[config.mk]
export PLATFORM = sky130hd
export DESIGN_NAME = display_scan_ctrl
export DESIGN_NICKNAME = d
export VERILOG_FILES = /design/src/rtl/disp_pkg.sv /design/src/rtl/blink_gen.sv /design/src/rtl/display_scan_ctrl.sv
export SDC_FILE = /design/constraint.sdc
export NUM_CORES = 1
export LEC_CHECK = 0
export ABC_AREA = 1
export BUFFER_PORTS_ARGS = -buffer_cell sky130_fd_sc_hd__buf_2
export CORE_UTILIZATION = 60
export CTS_CLUSTER_DIAMETER = 50
export DETAILED_ROUTE_END_ITERATION = 8
export HOLD_SLACK_MARGIN = 0.02
export PLACE_DENSITY = 0.76
export SYNTH_ARGS = -nofsm -noshare
export SYNTH_HDL_FRONTEND = slang
export SYNTH_SLANG_ARGS = --single-unit
[constraint.sdc]
create_clock -name clk -period 3.95 [get_ports clk]
set_input_delay 0.79 -clock clk [delete_from_list [all_inputs] [get_ports clk]]
set_output_delay 0.79 -clock clk [all_outputs]
set_load 0.03 [all_outputs]
[src/rtl/disp_pkg.sv]
// ============================================================================
// Module      : disp_pkg
// Description : Shared types and constants for the display scan controller.
// Revision    : 1.0 - initial release
// ============================================================================
`default_nettype none

package disp_pkg;

    typedef enum logic [1:0] {
        OFF   = 2'd0,
        DRIVE = 2'd1,
        DEAD  = 2'd2
    } scan_state_e;

    localparam logic [3:0] AN_ALL_OFF = 4'b1111;
    localparam logic [1:0] DIG_RIGHT  = 2'd0;
    localparam logic [1:0] DIG_LEFT   = 2'd3;

    // Active-low anode pattern with only the selected digit driven.
    function automatic logic [3:0] an_select(input logic [1:0] idx);
        logic [3:0] one_hot;
        one_hot = 4'b0001 << idx;
        return ~one_hot;
    endfunction

endpackage

`default_nettype wire

[src/rtl/blink_gen.sv]
// ============================================================================
// Module      : blink_gen
// Description : Enable-gated blink phase generator; phase restarts visible.
// Revision    : 1.0 - initial release
// ============================================================================
`default_nettype none

module blink_gen #(
    parameter int BLINK_CYCLES = 50000000
) (
    input  logic clk,
    input  logic rst,
    input  logic en,
    output logic blink_phase
);

    localparam int CNT_W = (BLINK_CYCLES > 1) ? $clog2(BLINK_CYCLES) : 1;
    localparam logic [CNT_W-1:0] CNT_LAST = CNT_W'(BLINK_CYCLES - 1);

    logic [CNT_W-1:0] cnt_q;
    logic [CNT_W-1:0] cnt_d;
    logic             phase_q;
    logic             phase_d;

    always_comb begin
        cnt_d   = cnt_q;
        phase_d = phase_q;
        if (!en) begin
            cnt_d   = '0;
            phase_d = 1'b1;
        end else if (cnt_q == CNT_LAST) begin
            cnt_d   = '0;
            phase_d = ~phase_q;
        end else begin
            cnt_d = cnt_q + CNT_W'(1);
        end
    end

    always_ff @(posedge clk) begin
        if (rst) begin
            cnt_q   <= '0;
            phase_q <= 1'b1;
        end else begin
            cnt_q   <= cnt_d;
            phase_q <= phase_d;
        end
    end

    assign blink_phase = phase_q;

endmodule

`default_nettype wire

[src/rtl/display_scan_ctrl.sv]
// ============================================================================
// Module      : display_scan_ctrl
// Description : 4-digit seven-segment scan controller with dead time,
//               blink blanking and leading-zero blanking.
// Revision    : 1.0 - initial release
// ============================================================================
`default_nettype none

module display_scan_ctrl
    import disp_pkg::*;
#(
    parameter int DIGIT_CYCLES = 100000,
    parameter int DEAD_CYCLES  = 1000,
    parameter int BLINK_CYCLES = 50000000
) (
    input  logic       clk,
    input  logic       rst,
    input  logic       en,
    input  logic [3:0] blink_mask,
    input  logic       lz_blank,
    input  logic [3:0] digit_val,
    output logic [1:0] sel,
    output logic [3:0] an,
    output logic       frame_tick,
    output logic       blink_phase
);

    localparam int DRV_W = (DIGIT_CYCLES > 1) ? $clog2(DIGIT_CYCLES) : 1;
    localparam int DED_W = (DEAD_CYCLES > 1) ? $clog2(DEAD_CYCLES) : 1;
    localparam logic [DRV_W-1:0] DRV_LAST = DRV_W'(DIGIT_CYCLES - 1);
    localparam logic [DED_W-1:0] DED_LAST = DED_W'(DEAD_CYCLES - 1);

    scan_state_e      state_q;
    scan_state_e      state_d;
    logic [1:0]       sel_q;
    logic [1:0]       sel_d;
    logic [DRV_W-1:0] drive_cnt_q;
    logic [DRV_W-1:0] drive_cnt_d;
    logic [DED_W-1:0] dead_cnt_q;
    logic [DED_W-1:0] dead_cnt_d;
    logic [3:0]       an_q;
    logic [3:0]       an_d;
    logic             frame_tick_q;
    logic             frame_tick_d;
    logic             blink_phase_w;
    logic             blanked;

    blink_gen #(
        .BLINK_CYCLES (BLINK_CYCLES)
    ) u_blink_gen (
        .clk         (clk),
        .rst         (rst),
        .en          (en),
        .blink_phase (blink_phase_w)
    );

    assign blanked = (blink_mask[sel_q] && !blink_phase_w)
                   || (lz_blank && (sel_q == DIG_LEFT) && (digit_val == 4'd0));

    always_comb begin
        state_d      = state_q;
        sel_d        = sel_q;
        drive_cnt_d  = drive_cnt_q;
        dead_cnt_d   = dead_cnt_q;
        frame_tick_d = 1'b0;
        an_d         = AN_ALL_OFF;

        case (state_q)
            OFF: begin
                sel_d       = DIG_RIGHT;
                drive_cnt_d = '0;
                dead_cnt_d  = '0;
                state_d     = DRIVE;
            end
            DRIVE: begin
                if (drive_cnt_q == DRV_LAST) begin
                    state_d     = DEAD;
                    drive_cnt_d = '0;
                end else begin
                    drive_cnt_d = drive_cnt_q + DRV_W'(1);
                end
            end
            DEAD: begin
                if (dead_cnt_q == DED_LAST) begin
                    state_d      = DRIVE;
                    dead_cnt_d   = '0;
                    sel_d        = sel_q + 2'd1;
                    frame_tick_d = (sel_q == DIG_LEFT);
                end else begin
                    dead_cnt_d = dead_cnt_q + DED_W'(1);
                end
            end
            default: begin
                state_d = OFF;
            end
        endcase

        // Disable abandons the slot; sel parks only once OFF is reached so
        // that it never moves while a stale anode is still registered low.
        if (!en) begin
            state_d      = OFF;
            drive_cnt_d  = '0;
            dead_cnt_d   = '0;
            frame_tick_d = 1'b0;
            sel_d        = (state_q == OFF) ? DIG_RIGHT : sel_q;
        end

        if ((state_q == DRIVE) && !blanked) begin
            an_d = an_select(sel_q);
        end
    end

    always_ff @(posedge clk) begin
        if (rst) begin
            state_q      <= OFF;
            sel_q        <= DIG_RIGHT;
            drive_cnt_q  <= '0;
            dead_cnt_q   <= '0;
            an_q         <= AN_ALL_OFF;
            frame_tick_q <= 1'b0;
        end else begin
            state_q      <= state_d;
            sel_q        <= sel_d;
            drive_cnt_q  <= drive_cnt_d;
            dead_cnt_q   <= dead_cnt_d;
            an_q         <= an_d;
            frame_tick_q <= frame_tick_d;
        end
    end

    assign sel         = sel_q;
    assign an          = an_q;
    assign frame_tick  = frame_tick_q;
    assign blink_phase = blink_phase_w;

endmodule

`default_nettype wire

Yosys cells after proc, flatten, opt, wreduce, memory -nomap -nowiden. Index checks and enable logic that the tools add are counted.

Input port bits: 12. Register bits after elaboration: 63. Logic and storage cells: 60. Output and inout port bits: 8.

Eq/ne operators: 9. Shift-type cells: 1. Bitwise operators: 6. Add/sub/neg operators: 4. Mux-type cells: 13. Reductions and logical operators: 18. Magnitude comparators: 1.

Operators by type and width (number): case mux 17 bit (2 select lines) (1); adder 26 x 1 -> 26 bit (second input constant) (1); == test 26 bit (second input constant) (1); case mux 10 bit (2 select lines) (1); adder 17 x 1 -> 17 bit (second input constant) (1); == test 17 bit (second input constant) (1); two-way mux 17 bit (1); adder 10 x 1 -> 10 bit (second input constant) (1); == test 10 bit (second input constant) (1); two-way mux 10 bit (1); two-way mux 2 bit (5); case mux 2 bit (3 select lines) (1); nonzero test 2 bit (3); inverter 1 bit (5); == test 2 bit (second input constant) (2); logical AND 1 bit (4); zero test 4 bit (1); inequality test 2 bit (second input constant) (2); inverter 4 bit (1); case mux 2 bit (2 select lines) (1); OR reduction 2 bit (2); OR reduction 4 bit (1); << shifter 1 x 2 -> 4 bit (first input constant) (1); < comparator 2 x 3 -> 1 bit (second input constant) (1); other kinds (11) (12).

Longest topological paths before layout. Gate-level depths: netlist (run 1).

Word-level depth: 8. Gate-level depth with buffers: 10. Mapped depth without buffers: 9.

Modules after synthesis. Synthesis (run 1) repeated with hierarchy kept, for this count alone.

Cells, all modules: 532. Area, all modules: 3450.8 sq um.

Modules (own cells, without submodules): display_scan_ctrl (area each 1991.9 sq um, sequential area each 720.7 sq um, cells each 306, instances 1); blink_gen (area each 1458.9 sq um, sequential area each 540.5 sq um, cells each 226, instances 1).

Least setup slack after synthesis (run 1). OpenSTA, ideal clock, no wires.

Kind: input-to-reg. Start: input en. End: register dead_cnt_q[1]. Required time: 3.880 ns. Stages on the path: 5. Buffers on the path: 1. Setup slack: 2.491 ns. Library setup time: 0.070 ns. Arrival time: 1.388 ns. Path through: inv_1 nor2_2 inv_1 clkbuf_1 a21oi_1.

Longest elaborated chain between the ends: 2.

RTL lines: start, declared (line display_scan_ctrl.sv:18) `input logic en,`; inverter 1 bit (no line); OR reduction 2 bit (no line); end signal, assigned (line display_scan_ctrl.sv:125) `dead_cnt_q <= dead_cnt_d;`; end, declared (line display_scan_ctrl.sv:39) `logic [DED_W-1:0] dead_cnt_q;`.

No other way between the ends. A chain may end at the register's enable or synchronous reset.

Final worst setup path (run 1).
Start: register state_q[0]. End: register drive_cnt_q[9].

Longest elaborated chain between the ends: 2. Elaborated cells on any way between the ends: 4. Those cells by class: 1 x eq/ne; 1 x mux; 2 x reduce/logical.

RTL lines: start, declared (line display_scan_ctrl.sv:33) `scan_state_e state_q;`; start signal, assigned (line display_scan_ctrl.sv:122) `state_q <= state_d;`; == test 2 x 1 -> 1 bit / zero test 2 bit (equally long branches) (line display_scan_ctrl.sv:68) `case (state_q)`; case mux 17 bit (2 select lines) / nonzero test 2 bit (equally long branches); end signal, assigned (line display_scan_ctrl.sv:124) `drive_cnt_q <= drive_cnt_d;`; end, declared (line display_scan_ctrl.sv:37) `logic [DRV_W-1:0] drive_cnt_q;`.

Several ways; a longest one is shown, not always the timed one.

==> flow_summary.yaml, run 1 <==
power_and_ir_drop:
  power_density_nw_per_um2: 356
  ir_worst_vdd_uv: 260
  swShare: 0.216
  p_seq_frac: 0.483
  p_int_w: 0.00104
  switching_power_w: 0.000287
  p_clk_frac: 0.486
  power_leakage_nw: 1.26
  comb_power_share: 0.031
critical_path:
  critical_path_peak_fanout: 12
  critical_path_class: "flip-flop to flip-flop"
  crit_arrival_ns: 2.14
  end_kind: "flip-flop"
  critPathLaunchType: "flip-flop"
  worst_ep_required_time_ns: 4.21
job:
  cap_viol_max_count: 0
cells_and_area:
  finalNonFillerCells: 602
  drive_above_1_share: 0.128
  area_delta_synth_final_pct: 10.5
  fillers: 463
  finalNetCount: 546
  diodes: 0
detailed_routing:
  drcViolationCount: 0
  ant_nets: 0
  vias: 3194
  dr.first_iter.drc_count: 156
  wirelength_mm: 7.34
  drtPass1Iterations: 4
  viasPerCell: 5.31
  routedWlPerCell_um: 12.2
timing:
  finalHoldViolations: 0
  tightest_slew_ns: 0.788
  setup_tns_ns: 0
  skew_ns: 0.0103
  setup_violations: 0
  relSlewSlack: 0.474
  post-route-period-util: 0.477
  rsz0062_at_grt: "false"
  maxSlewViolCount: 0
  fin_crit_ns: 1.88
  fmaxAchievable_ghz: 0.531
clock_network:
  cts.sinks: 63
  clock_latency_ns: 0.33
  post_cts_buffers: 0
  cts_hold_buf: 0
  cts_htree_levels: 3
  cts_resized: 0
  cts_buffer_depth: 2
  cts.clk_slew.worst_paths_ns: 0.07
  cts_root_buf: "clkbuf_8"
  cts_buffers: 9
  cts_tree: "yes"
logic_synthesis:
  ys_types: 29
  synth_fp_nets: 525
  ys_ff_latch: 63
  yosys-top-cells-count: "140 x nand2_1, 69 x nor2_1, 63 x dfxtp_1"
  synth_ff_type: "dfxtp_1"
  synth_edf_count: 0
  yosysMostFrequentCell: "nand2_1"
  syn_area_um2: 3390
  syn_area_per_cell_um2: 6.70
  ys_seq_area_frac: 0.372
  synthArstFlopShare: 0
  netlist.area_leader.share: 0.372
  synth-warning-count: 0
  synthTopCellsByArea: "dfxtp_1 37%, nand2_1 16%, nor2_1 7.6%"
  syn_inst: 506
  synth_top_area_cell: "dfxtp_1"
die:
  die_area_um2: 5950
  fp-row-count: 26
  dieHeight_um: 77.1
  dieWidth_um: 77.1
  floorplan.initialDensity: 0.643
  core_area_um2: 5270
  io_pins: 20
global_route:
  grt.total_usage: 0.264
  gr-total-overflow: 0
  grt_max_degree: 27
  grt_pass1_wl_mm: 12.7
  grt_pass1_vias: 2948
  antenna_found_initial: 0
place:
  post-dp-hpwl_mm: 5.42
  dp.cells: 586
  numPortBuffers: 19
  gp_congestion: 0.890
min_path:
  min_path_type: "flip-flop to flip-flop"
run_status:
  status: "finished, final reports clean"
-- layer usage --
metal,vias up,wire (um),global-route usage,part of all wire
li1,1651,-,-,-
met1,1449,3190,0.309,0.43
met2,82,3730,0.470,0.51
met3,12,310,0.0452,0.042
met4,0,102,0.115,0.014
met5,-,0,0,0
-- flip-flops by register name, summed over array words and instances (netlist names) --
register / count
frame_tick: 1
drive_cnt_q: 17
u_blink_gen.cnt_q: 26
sel: 2
state_q: 2
an: 4
dead_cnt_q: 10
u_blink_gen.blink_phase: 1
-- worst max-delay path: stages (launching register included) --
cell	delay [ns]
dfxtp_1	0.61
inv_2	0.15
nor2_4	0.23
inv_1	0.08
nor2_2	0.41
o21ai_0	0.18
a21oi_1	0.16
-- worst paths after layout --
path	from	end	slack [ns]	depth (start not counted)
worst max-delay path	state_q[0]	drive_cnt_q[9]	2.07	6
worst min-delay path	u_blink_gen.cnt_q[0]	u_blink_gen.cnt_q[0]	0.45	1
worst max register to register	state_q[0]	drive_cnt_q[9]	2.07	6
worst min register to register	u_blink_gen.cnt_q[0]	u_blink_gen.cnt_q[0]	0.45	1
-- cells by family (layout without fill, tap and decap cells) --
logic type,Yosys count,after routing,share of synthesized area
adder cells (fa/ha/maj),7,7,0.0258
AO/OA/AOI/OAI,68,68,0.105
AND/OR/NAND/NOR,287,287,0.377
flip-flops,63,63,0.372
buffers and inverters,67,93,0.0835
XOR/XNOR,14,14,0.0362
-- through the flow --
stage           util  hold slack [ns]  power [W]  worst slack [ns]  area [um^2]
2_1_floorplan      -            0.417   0.000687              2.49         3390
3_3_place_gp   0.666            0.427   0.000697              2.15         3510
3_5_place_dp   0.666            0.435   0.000698              2.09         3510
4_1_cts        0.710            0.447    0.00134              2.07         3740
5_1_grt        0.710            0.490    0.00137              1.91         3740
6_report       0.710            0.448    0.00133              2.07         3740
-- area by class of cell --
cell class	count	area (um^2)	area share
well taps	70	87.6	0.0234
clock buffers	12	155	0.0415
clock inverters	4	77.6	0.0207
inverters	57	214	0.0572
flip-flops and latches	63	1260	0.337
multi-input cells	376	1840	0.493
repair buffers	20	103	0.0274
-- cell usage in the layout (no fill, tap or decap), types with 2 or more instances in the layout --
| cell | Yosys | routed |
|---|---|---|
| nand2_2 | 7 | 7 |
| nand2_4 | 2 | 2 |
| buf_2 | 1 | 19 |
| nand4_1 | 7 | 7 |
| bufinv_16 | 0 | 2 |
| o21ai_0 | 16 | 16 |
| nand3_1 | 38 | 38 |
| xor2_1 | 8 | 8 |
| nor2_1 | 69 | 69 |
| nor3_1 | 5 | 5 |
| inv_2 | 7 | 7 |
| xnor2_1 | 6 | 6 |
| a21oi_1 | 45 | 45 |
| inv_1 | 50 | 50 |
| nor2_4 | 7 | 7 |
| ha_1 | 7 | 7 |
| nand2_1 | 140 | 140 |
| dfxtp_1 | 63 | 63 |
| nand3b_1 | 3 | 3 |
| nor2_2 | 6 | 6 |
| nor3_2 | 3 | 3 |
| clkbuf_8 | 0 | 11 |
| o21bai_1 | 2 | 2 |
| clkinv_4 | 0 | 2 |
-- power by group through the flow --
stage | Clock (W) | Sequential [W] | Combinational (W)
5_1_grt | 0.000682 | 0.000644 | 0.0000462
6_report | 0.000647 | 0.000643 | 0.0000409
4_1_cts | 0.000655 | 0.000643 | 0.0000410
2_1_floorplan | 0 | 0.000658 | 0.0000289
3_3_place_gp | 0 | 0.000658 | 0.0000395
3_5_place_dp | 0 | 0.000658 | 0.0000408
No activity file was read; power rests on OpenSTA's default activity.
==> run 2, diff against run 1 <==
--- a/config.mk
+++ b/config.mk
@@ -7,11 +7,11 @@
 export LEC_CHECK = 0
 export ABC_AREA = 1
 export BUFFER_PORTS_ARGS = -buffer_cell sky130_fd_sc_hd__buf_2
-export CORE_UTILIZATION = 60
+export CORE_UTILIZATION = 55
 export CTS_CLUSTER_DIAMETER = 50
 export DETAILED_ROUTE_END_ITERATION = 8
 export HOLD_SLACK_MARGIN = 0.02
-export PLACE_DENSITY = 0.76
+export PLACE_DENSITY = 0.73
 export SYNTH_ARGS = -nofsm -noshare
 export SYNTH_HDL_FRONTEND = slang
 export SYNTH_SLANG_ARGS = --single-unit
==> constraint.sdc (replaced) <==
create_clock -name clk -period 1.68 [get_ports clk]
set_input_delay 0.336 -clock clk [delete_from_list [all_inputs] [get_ports clk]]
set_output_delay 0.336 -clock clk [all_outputs]
set_load 0.03 [all_outputs]
==> run 2 against run 1 <==
  * Critical path depth increased by 2
  * Total power increased by 140%
  * Count of clock-buffer cells in the layout decreased by 3
  * Cell count increased by 1.8%
  * Wire length decreased by 4.5%
  * Sequential share of layout area decreased by 0.60 points
  * Maximum frequency increased by 26%
  * Hold slack got worse by 0.13 ns
  * Via count decreased by 2.0%
  * Flip-flop and latch count unchanged
  * Clock power increased to 2.5 times the previous value
  * Critical endpoint is now u_blink_gen.cnt_q[5]
  * Largest cell class unchanged
  * Highest routed layer unchanged
==> flow_summary.yaml, run 2 (same netlist as run 1, synthesis figures left out) <==
cells_and_area:
  final_common_cell: "nand2_1"
  finalNonFillerCells: 613
  top_regs: "u_blink_gen.cnt_q (26), drive_cnt_q (17), dead_cnt_q (10)"
  drive_above_1_share: 0.139
  area_delta_synth_final_pct: 12.4
  layout_common_cells: "140 x nand2_1, 69 x nor2_1, 63 x dfxtp_1"
  finalNetCount: 552
  diodes: 0
  largest_register: "u_blink_gen.cnt_q"
  fin_util: 0.643
  largest_reg_flops: 26
clock_network:
  cts.sinks: 63
  cts_root_buf: "clkbuf_8"
  cts_buffers: 9
  cts_htree_levels: 3
  cts_resized: 0
  cts_hold_buf: 0
  clock_latency_ns: 0.34
  post_cts_buffers: 0
  cts_tree: "yes"
  cts_buffer_depth: 2
  cts.clk_slew.worst_paths_ns: 0.08
power_and_ir_drop:
  ir_worst_vdd_uv: 589
  power_density_nw_per_um2: 848
  power_leakage_nw: 1.30
detailed_routing:
  drtPass1Iterations: 4
  dr.first_iter.drc_count: 131
  routedWlPerCell_um: 11.4
  ant_nets: 0
  wirelength_mm: 7.01
  viasPerCell: 5.11
  drcViolationCount: 0
  vias: 3130
timing:
  skew_ns: 0.00719
  setup_tns_ns: 0
  tightest_slew_ns: 0.301
  finalHoldViolations: 0
  relSlewSlack: 0.799
  fin_crit_ns: 1.50
  setup_violations: 0
  rsz0062_at_grt: "false"
  fmaxAchievable_ghz: 0.668
  post-route-period-util: 0.891
  maxSlewViolCount: 0
  setup_ws_ns: 0.183
die:
  fp-row-count: 28
  floorplan.initialDensity: 0.572
  dieWidth_um: 80.5
  core_area_um2: 5920
  die_area_um2: 6480
  dieHeight_um: 80.5
  io_pins: 20
critical_path:
  end_kind: "flip-flop"
  startpoint: "u_blink_gen.cnt_q[0]"
  worst_r2r_startpoint: "u_blink_gen.cnt_q[0]"
  critPathBufInv: 1
  r2r-end: "u_blink_gen.cnt_q[5]"
  crit_family: "simple AND/OR/NAND/NOR gates"
  critical_path_peak_fanout: 26
  slowest_stage: "dfxtp_1"
  worst-r2r-setup-slack_ns: 0.18
  slowest_delay_ns: 0.37
  crit_top_cell: "nand2_4"
  r2r_cells: 8
  crit_chain: "ha_1 -> nand2_1 -> inv_1 -> nand2_4 -> nor2_2 -> nand2_2 -> nand2_4 -> a21oi_1"
  crit_arrival_ns: 1.71
  critical_path_class: "flip-flop to flip-flop"
  crit_path_end: "u_blink_gen.cnt_q[5]"
  crit_cells: 8
  worst_ep_required_time_ns: 1.89
  critPathLaunchType: "flip-flop"
global_route:
  gr-total-overflow: 0
  grt.total_usage: 0.236
  grt_pass1_vias: 2804
  grt_max_degree: 27
  grt_pass1_wl_mm: 11.8
  antenna_found_initial: 0
min_path:
  min_path_type: "input port to flip-flop"
job:
  cap_viol_max_count: 0
place:
  dp.cells: 597
  dpl_worst_slack_ns: 0.0470
  numPortBuffers: 19
  post-dp-hpwl_mm: 5.10
  gp_congestion: 0.855
run_status:
  status: "finished, final reports clean"
-- run 2: cell count changes in the layout (fill, tap and decap cells not counted), sizes merged --
cell | previous run | this run
clkinvlp | 0 | 1
bufinv | 2 | 3
clkbuf | 12 | 9
buf | 20 | 26
inv | 57 | 58
-- run 2: worst min path at each step --
stage | startpoint | endpoint | slack [ns] | cells after the start
after floorplan | u_blink_gen.cnt_q[0] | u_blink_gen.cnt_q[0] | 0.42 | 1
after global placement | u_blink_gen.cnt_q[0] | u_blink_gen.cnt_q[0] | 0.43 | 1
after detailed placement | u_blink_gen.cnt_q[0] | u_blink_gen.cnt_q[0] | 0.45 | 1
after CTS | rst | sel[1] | 0.30 | 4
after global routing | rst | sel[1] | 0.34 | 4
final | rst | sel[1] | 0.32 | 4
-- run 2: area by class of cell --
type | count | area [um^2]
Clock buffer | 9 | 124
Clock inverter | 7 | 120
Fill cell | 562 | 2110
Inverter | 57 | 214
Multi-Input combinational cell | 376 | 1850
Sequential cell | 63 | 1260
Tap cell | 75 | 93.8
Timing Repair Buffer | 26 | 148
-- run 2: layer usage --
metal	vias up	share of wire	global-route usage
met1	1415	0.46	0.281
met4	0	0.024	0.129
met3	15	0.024	0.0409
met5	-	0	0
met2	44	0.49	0.400
li1	1656	-	-
-- run 2: through the flow --
step	hold WS [ns]	area [um^2]	total power, W
5_1_grt	0.341	3810	0.00335
4_1_cts	0.303	3800	0.00326
2_1_floorplan	0.417	3390	0.00162
6_report	0.319	3810	0.00323
3_5_place_dp	0.445	3560	0.00165
3_3_place_gp	0.429	3560	0.00165
-- run 2: power breakdown --
group	switching [W]	internal (W)
clock network	0.000629	0.000990
registers	0.00000742	0.00150
logic	0.0000703	0.0000355
total	0.000707	0.00253
-- run 2: worst register-to-register path, delay by kind of cell, from the launching register on --
family | cells | cell delay [ns]
AOI/OAI and AO/OA | 1 | 0.08
adders and majority gates | 1 | 0.18
buffers and inverters | 1 | 0.11
DFF | 1 | 0.37
and+or+nand+nor | 5 | 0.64
